File: src/rtl/pipe_hazard_if.sv
// pipe_hazard_if: ID-side instruction inputs and pipeline control outputs.
// Master drives the IF/ID view; slave is the hazard controller.
interface pipe_hazard_if #(
  parameter int SCNT_W = 16
);
  logic              id_valid;
  logic [1:0]        id_func;
  logic [2:0]        id_rdst;
  logic [2:0]        id_rsrc;
  logic              pc_hold;
  logic              ifid_hold;
  logic              ex_valid;
  logic [1:0]        ex_func;
  logic [2:0]        ex_rdst;
  logic              wb_valid;
  logic [2:0]        wb_rdst;
  logic              mc_busy;
  logic [1:0]        fwd_rdst_sel;
  logic [1:0]        fwd_rsrc_sel;
  logic [SCNT_W-1:0] stall_cycles;

  modport master (
    output id_valid, id_func, id_rdst, id_rsrc,
    input  pc_hold, ifid_hold,
    input  ex_valid, ex_func, ex_rdst,
    input  wb_valid, wb_rdst, mc_busy,
    input  fwd_rdst_sel, fwd_rsrc_sel,
    input  stall_cycles
  );

  modport slave (
    input  id_valid, id_func, id_rdst, id_rsrc,
    output pc_hold, ifid_hold,
    output ex_valid, ex_func, ex_rdst,
    output wb_valid, wb_rdst, mc_busy,
    output fwd_rdst_sel, fwd_rsrc_sel,
    output stall_cycles
  );
endinterface

File: src/rtl/pipe_hazard_ctrl.sv
// pipe_hazard_ctrl: hold/bubble/forward sequencer for the 8-bit pipeline.
// Define HAZ_FWD_EN to forward instead of stalling on RAW hazards.
module pipe_hazard_ctrl #(
  parameter int MC_CYCLES = 4,
  parameter int SCNT_W    = 16
) (
  input logic        clk,
  input logic        reset,
  pipe_hazard_if.slave bus
);

  typedef enum logic {
    RUN,
    MC_BUSY
  } state_t;

  localparam logic [3:0] MC_LOAD  = 4'(MC_CYCLES - 1);
  localparam logic       MC_MULTI = (MC_CYCLES > 1);

  state_t            state;
  state_t            state_n;
  logic [3:0]        cnt;
  logic [3:0]        cnt_n;

  logic              ex_valid;
  logic [1:0]        ex_func;
  logic [2:0]        ex_rdst;
  logic              wb_valid;
  logic [2:0]        wb_rdst;
  logic [SCNT_W-1:0] scnt;

  logic              haz;
  logic              hold;
  logic              adv;
  logic              ex_hit_d;
  logic              ex_hit_s;
  logic              wb_hit_d;
  logic              wb_hit_s;
  logic [1:0]        fwd_d;
  logic [1:0]        fwd_s;

  assign ex_hit_d = ex_valid && (ex_rdst == bus.id_rdst);
  assign ex_hit_s = ex_valid && (ex_rdst == bus.id_rsrc);
  assign wb_hit_d = wb_valid && (wb_rdst == bus.id_rdst);
  assign wb_hit_s = wb_valid && (wb_rdst == bus.id_rsrc);

`ifdef HAZ_FWD_EN
  // RAW is resolved by bypass, so RUN never stalls
  assign haz = 1'b0;

  // operand source select; EX is newer than WB
  always_comb begin
    fwd_d = 2'b00;
    fwd_s = 2'b00;
    if (ex_hit_d) fwd_d = 2'b01;
    else if (wb_hit_d) fwd_d = 2'b10;
    if (ex_hit_s) fwd_s = 2'b01;
    else if (wb_hit_s) fwd_s = 2'b10;
  end
`else
  // without bypass, wait until producers have left WB
  assign haz = bus.id_valid &&
               (ex_hit_d || ex_hit_s ||
                wb_hit_d || wb_hit_s);
  assign fwd_d = 2'b00;
  assign fwd_s = 2'b00;
`endif

  // FSM state and multi-cycle counter
  always_ff @(posedge clk) begin
    if (reset) begin
      state <= RUN;
      cnt   <= 4'd0;
    end else begin
      state <= state_n;
      cnt   <= cnt_n;
    end
  end

  // next state, hold and ID-advance decode
  always_comb begin
    state_n = state;
    cnt_n   = cnt;
    hold    = 1'b0;
    adv     = 1'b0;
    unique case (state)
      RUN: begin
        hold = haz;
        adv  = !haz;
        if (!haz && bus.id_valid &&
            bus.id_func == 2'b11 && MC_MULTI) begin
          state_n = MC_BUSY;
          cnt_n   = MC_LOAD;
        end
      end
      MC_BUSY: begin
        hold = (cnt != 4'd0);
        if (cnt != 4'd0) cnt_n = cnt - 4'd1;
        if (cnt <= 4'd1) state_n = RUN;
      end
      default: begin
        state_n = RUN;
        cnt_n   = 4'd0;
      end
    endcase
  end

  // EX and WB pipeline registers
  always_ff @(posedge clk) begin
    if (reset) begin
      ex_valid <= 1'b0;
      ex_func  <= 2'b00;
      ex_rdst  <= 3'd0;
      wb_valid <= 1'b0;
      wb_rdst  <= 3'd0;
    end else if (state == MC_BUSY) begin
      wb_valid <= 1'b0;
    end else begin
      wb_valid <= ex_valid;
      wb_rdst  <= ex_rdst;
      if (adv) begin
        ex_valid <= bus.id_valid;
        ex_func  <= bus.id_func;
        ex_rdst  <= bus.id_rdst;
      end else begin
        ex_valid <= 1'b0;
        ex_func  <= 2'b00;
        ex_rdst  <= 3'd0;
      end
    end
  end

  // saturating count of held cycles
  always_ff @(posedge clk) begin
    if (reset) begin
      scnt <= '0;
    end else if (hold && scnt != '1) begin
      scnt <= scnt + 1'b1;
    end
  end

  assign bus.pc_hold      = hold;
  assign bus.ifid_hold    = hold;
  assign bus.ex_valid     = ex_valid;
  assign bus.ex_func      = ex_func;
  assign bus.ex_rdst      = ex_rdst;
  assign bus.wb_valid     = wb_valid;
  assign bus.wb_rdst      = wb_rdst;
  assign bus.mc_busy      = (state == MC_BUSY);
  assign bus.fwd_rdst_sel = fwd_d;
  assign bus.fwd_rsrc_sel = fwd_s;
  assign bus.stall_cycles = scnt;

endmodule
File: src/flat_wrapper.sv
// flat-port wrapper written by rule: the top's interface ports become plain ports
module pipe_hazard_ctrl_flat 
#(
  parameter int MC_CYCLES = 4,
  parameter int SCNT_W    = 16
)
  (clk, reset, bus_id_valid, bus_id_func, bus_id_rdst, bus_id_rsrc, bus_pc_hold, bus_ifid_hold, bus_ex_valid, bus_ex_func, bus_ex_rdst, bus_wb_valid, bus_wb_rdst, bus_mc_busy, bus_fwd_rdst_sel, bus_fwd_rsrc_sel, bus_stall_cycles);
  pipe_hazard_if #(.SCNT_W(SCNT_W)) bus_i ();
  input logic clk;
  input logic reset;
  input wire logic [$bits(bus_i.id_valid)-1:0] bus_id_valid;
  input wire logic [$bits(bus_i.id_func)-1:0] bus_id_func;
  input wire logic [$bits(bus_i.id_rdst)-1:0] bus_id_rdst;
  input wire logic [$bits(bus_i.id_rsrc)-1:0] bus_id_rsrc;
  output wire logic [$bits(bus_i.pc_hold)-1:0] bus_pc_hold;
  output wire logic [$bits(bus_i.ifid_hold)-1:0] bus_ifid_hold;
  output wire logic [$bits(bus_i.ex_valid)-1:0] bus_ex_valid;
  output wire logic [$bits(bus_i.ex_func)-1:0] bus_ex_func;
  output wire logic [$bits(bus_i.ex_rdst)-1:0] bus_ex_rdst;
  output wire logic [$bits(bus_i.wb_valid)-1:0] bus_wb_valid;
  output wire logic [$bits(bus_i.wb_rdst)-1:0] bus_wb_rdst;
  output wire logic [$bits(bus_i.mc_busy)-1:0] bus_mc_busy;
  output wire logic [$bits(bus_i.fwd_rdst_sel)-1:0] bus_fwd_rdst_sel;
  output wire logic [$bits(bus_i.fwd_rsrc_sel)-1:0] bus_fwd_rsrc_sel;
  output wire logic [$bits(bus_i.stall_cycles)-1:0] bus_stall_cycles;
  assign bus_i.id_valid = bus_id_valid;
  assign bus_i.id_func = bus_id_func;
  assign bus_i.id_rdst = bus_id_rdst;
  assign bus_i.id_rsrc = bus_id_rsrc;
  assign bus_pc_hold = bus_i.pc_hold;
  assign bus_ifid_hold = bus_i.ifid_hold;
  assign bus_ex_valid = bus_i.ex_valid;
  assign bus_ex_func = bus_i.ex_func;
  assign bus_ex_rdst = bus_i.ex_rdst;
  assign bus_wb_valid = bus_i.wb_valid;
  assign bus_wb_rdst = bus_i.wb_rdst;
  assign bus_mc_busy = bus_i.mc_busy;
  assign bus_fwd_rdst_sel = bus_i.fwd_rdst_sel;
  assign bus_fwd_rsrc_sel = bus_i.fwd_rsrc_sel;
  assign bus_stall_cycles = bus_i.stall_cycles;
  pipe_hazard_ctrl #(.MC_CYCLES(MC_CYCLES), .SCNT_W(SCNT_W)) u_core (.clk(clk), .reset(reset), .bus(bus_i));
endmodule
File: config.mk
export PLATFORM = sky130hd
export DESIGN_NAME = pipe_hazard_ctrl_flat
export DESIGN_NICKNAME = d
export VERILOG_FILES = /design/src/rtl/pipe_hazard_if.sv /design/src/rtl/pipe_hazard_ctrl.sv /design/src/flat_wrapper.sv
export SDC_FILE = /design/constraint.sdc
export NUM_CORES = 1
export LEC_CHECK = 0
export CAP_MARGIN = 20
export CORE_ASPECT_RATIO = 1.5
export CORE_MARGIN = 3
export CORE_UTILIZATION = 48
export DETAILED_ROUTE_END_ITERATION = 7
export GPL_ROUTABILITY_DRIVEN = 0
export PLACE_DENSITY = 0.88
export RECOVER_POWER = 100
export SYNTH_ARGS = -nofsm -noshare
export SYNTH_HDL_FRONTEND = slang
export SYNTH_SLANG_ARGS = --single-unit
File: constraint.sdc
create_clock -name clk -period 2.4 [get_ports clk]
set_input_delay 0.24 -clock clk [delete_from_list [all_inputs] [get_ports clk]]
set_output_delay 0.24 -clock clk [all_outputs]
set_load 0.02 [all_outputs]
==> out/metrics.yaml <==
power_and_ir_drop:
  switching_share: 0.2616
  power.clock.fraction: 0.376
  cell_internal_pwr_uw: 872.0
  power_density_nw_per_um2: 530.2
  share_seq_of_total_power: 0.467
  power.static_leakage_nw: 0.8371
  comb_power_share: 0.157
  vdd_drop_max_v: 0.0004510
  switching_power_uw: 308.9
clock_tree:
  cts_tree: "built"
  hold_bufs_inserted_after_cts: 0
  clock_sinks: 31
  insertion_delay_ns: 0.28
  cts_max_level: 2
  clk_transition_reported_paths_ns: 0.06
  clock_tree.buffer_depth: 2
  cts_root_buffer: "sky130_fd_sc_hd__clkbuf_8"
  cts-buffers-inserted: 5
routing:
  totalWireLength_um: 4064
  final_antenna_net_count: 0
  num_vias: 1673
  total_drc_errors_in_the_routed_layout: 0
  routed_len_inst_um: 14.16
  route.detailed.vias_per_inst: 5.829
  detailedRoute.firstPassIterationCount: 4
  first_iter_violations: 80
global_routing:
  grt_max_degree: 17
  global_route_wire_length_before_repair_um: 6948
  grt_antenna_before_repair: 0
  grt.overflow.total: 0
  vias_in_the_first_global_route: 1602
  global_route.usage.total: 0.2133
die:
  dieHeight_um: 78.82
  boundaryPins: 44
  floorplan.initialDensity: 0.5166
  fp.dieW_um: 54.55
  core_area_um2: 3284
  placementRows: 25
  dieArea_um2: 4299
logic_synthesis:
  synth-async-reset-ratio: 0
  syn_inst: 202
  synth_top_flop_cell: "sky130_fd_sc_hd__dfxtp_1"
  yosysSeqAreaShare: 0.3658
  top_area_cells_in_the_synthesized_netlist: "sky130_fd_sc_hd__dfxtp_1 (37%), sky130_fd_sc_hd__a21oi_1 (5.3%), sky130_fd_sc_hd__xnor2_1 (5.2%)"
  yosysWarnings: 0
  number_of_enable_flip_flop_cells_after_synthesis: 0
  avgSynthCellArea_um2: 8.399
  synth.top_cells.by_count: "sky130_fd_sc_hd__dfxtp_1 (31), sky130_fd_sc_hd__a21oi_1 (18), sky130_fd_sc_hd__nor2_1 (17)"
  yosys.cell_types.count: 42
  synth_top_area_frac: 0.3658
  synth.ff_latch_count: 31
  yosysTopAreaCell: "sky130_fd_sc_hd__dfxtp_1"
  mappedNetlistArea_um2: 1697
  synth_most_common_cell: "sky130_fd_sc_hd__dfxtp_1"
sta:
  final.min_clock_period_ns: 2.246
  totalNegativeSetupSlack_ns: 0
  clock.fmax_mhz: 445.2
  grt_setup_unrepaired: "false"
  timing.max_slew.rel_slack: 0.5845
  finalCritPeriodShare: 0.9360
  finalHoldViolCount: 0
  tightest_slew_ns: 0.6176
  skew_ns: 0.003452
  setup_viol_count_final: 0
  slew_violations: 0
worst_setup_path:
  timing.critical_path.arrival_ns: 2.46
  crit_end_element: "flop"
  critical_path.max_fanout: 11
  crit_path_start_kind: "flop"
  critPathKind: "flop to flop"
  timing.critical_path.required_ns: 2.61
final_layout:
  layout-area-overhead-vs-synth_pct: 31.27
  nets: 261
  antenna_cells_inserted: 0
  fin_area_um2: 2227
  final_layout_size_suffix_gt1_frac: 0.1053
placed_design:
  placed_cell_area_um2: 2145
  buffer_ports.inserted: 39
  detailedPlacementHpwl_um: 2971
outcome:
  run_status: "finished, final reports clean"
min_path:
  worstHoldPathType: "flop to flop"
run:
  timing.max_cap.violations: 0
[flip-flops by register name, summed over array words and instances (netlist names)]
signal	cells
u_core.bus.mc_busy	1
u_core.bus.ex_rdst	3
u_core.bus.wb_rdst	3
u_core.bus.ex_valid	1
u_core.bus.wb_valid	1
u_core.cnt	4
u_core.bus.stall_cycles	16
u_core.bus.ex_func	2
[cell type report]
cell class / count / area, um2
well taps: 40 / 50.05
fillers: 288 / 1057
inverters: 7 / 26.28
repair buffers: 49 / 441.7
flip-flops and latches: 31 / 620.6
multi-input cells: 152 / 988.4
clock buffers: 8 / 100.1
[logic make-up (layout without fill, tap and decap cells)]
| kind of cell | Yosys count | count (layout) | share of synthesized area |
|---|---|---|---|
| other | 1 | 4 | 0.002210 |
| xor gates and xnor gates | 11 | 11 | 0.05678 |
| and+or+nand+nor | 74 | 74 | 0.2353 |
| muxes | 7 | 7 | 0.04425 |
| adders and majority gates | 4 | 4 | 0.02950 |
| DFF | 31 | 31 | 0.3658 |
| AOI/OAI and AO/OA | 52 | 52 | 0.2043 |
| buffers and inverters | 22 | 64 | 0.06195 |
[placed cells by master (no fill, tap or decap), types with 2 or more instances in the layout]
| master | count |
|---|---|
| sky130_fd_sc_hd__a21oi_1 | 18 |
| sky130_fd_sc_hd__a31oi_1 | 2 |
| sky130_fd_sc_hd__and4_1 | 2 |
| sky130_fd_sc_hd__buf_4 | 6 |
| sky130_fd_sc_hd__clkbuf_1 | 4 |
| sky130_fd_sc_hd__clkbuf_2 | 3 |
| sky130_fd_sc_hd__clkbuf_8 | 7 |
| sky130_fd_sc_hd__clkdlybuf4s50_1 | 8 |
| sky130_fd_sc_hd__conb_1 | 4 |
| sky130_fd_sc_hd__dfxtp_1 | 31 |
| sky130_fd_sc_hd__dlygate4sd3_1 | 29 |
| sky130_fd_sc_hd__ha_1 | 4 |
| sky130_fd_sc_hd__inv_1 | 7 |
| sky130_fd_sc_hd__mux2_2 | 4 |
| sky130_fd_sc_hd__mux2i_1 | 3 |
| sky130_fd_sc_hd__nand2_1 | 13 |
| sky130_fd_sc_hd__nand3_1 | 6 |
| sky130_fd_sc_hd__nand4_1 | 7 |
| sky130_fd_sc_hd__nor2_1 | 17 |
| sky130_fd_sc_hd__nor2b_1 | 4 |
| sky130_fd_sc_hd__nor3_1 | 6 |
| sky130_fd_sc_hd__nor3b_1 | 3 |
| sky130_fd_sc_hd__o2111ai_1 | 2 |
| sky130_fd_sc_hd__o21ai_0 | 13 |
| sky130_fd_sc_hd__o31a_1 | 2 |
| sky130_fd_sc_hd__o31ai_1 | 4 |
| sky130_fd_sc_hd__o41ai_1 | 2 |
| sky130_fd_sc_hd__or3_1 | 6 |
| sky130_fd_sc_hd__or4_1 | 5 |
| sky130_fd_sc_hd__xnor2_1 | 10 |
[what timing repair did]
item	4_1_cts	5_1_grt
gates resized for setup	0	3
setup buffers	0	0
endpoints found under the setup margin	0	2
[path summary, 6_finish.rpt]
| kind | to | start | slack, ns | depth (start not counted) |
|---|---|---|---|---|
| hold reg to reg | u_core.bus.ex_func[0] | u_core.bus.ex_func[0] | 0.47 | 2 |
| setup / recovery | u_core.bus.stall_cycles[10] | u_core.bus.mc_busy | 0.15 | 5 |
| hold / removal | u_core.bus.ex_func[0] | u_core.bus.ex_func[0] | 0.47 | 2 |
| setup reg to reg | u_core.bus.stall_cycles[10] | u_core.bus.mc_busy | 0.15 | 5 |
[routing by layer]
metal	GRT usage	wire length, um	up-vias	part of all wire
li1	-	-	823	-
met3	0.05629	209	12	0.051
met5	0	0	-	0
met1	0.2417	1594	788	0.39
met4	0.09227	112	0	0.028
met2	0.3597	2147	50	0.53
[stage by stage]
stage / hold WS [ns] / total power, mW / worst slack, ns / std cells / util
after CTS: 0.4723 / 1.200 / 0.01029 / 287 / 0.6834
after global placement: 0.4515 / 0.7519 / 0.04278 / 279 / 0.6530
after global routing: 0.4934 / 1.235 / 0.02464 / 287 / 0.6781
final: 0.4670 / 1.181 / 0.1536 / 287 / 0.6781
after floorplan: 0.3841 / 0.6796 / 0.4155 / 205 / -
after detailed placement: 0.4579 / 0.7573 / 0.007283 / 279 / 0.6530
[power by group through the flow]
stage | Sequential, mW | Combinational (mW) | Clock [mW]
final | 0.551 | 0.185 | 0.444
after global routing | 0.555 | 0.206 | 0.474
after CTS | 0.552 | 0.196 | 0.453
after detailed placement | 0.563 | 0.194 | 0
after global placement | 0.562 | 0.190 | 0
after floorplan | 0.574 | 0.105 | 0
[critical path, stage by stage, from the launching register on]
cell and delay [ns]:
sky130_fd_sc_hd__dfxtp_1 0.59, sky130_fd_sc_hd__nor2_1 0.17, sky130_fd_sc_hd__a31o_1 0.25, sky130_fd_sc_hd__or4_4 0.56, sky130_fd_sc_hd__or4_1 0.42, sky130_fd_sc_hd__a21oi_1 0.18
Note: power is estimated with default switching activity, not from simulation.
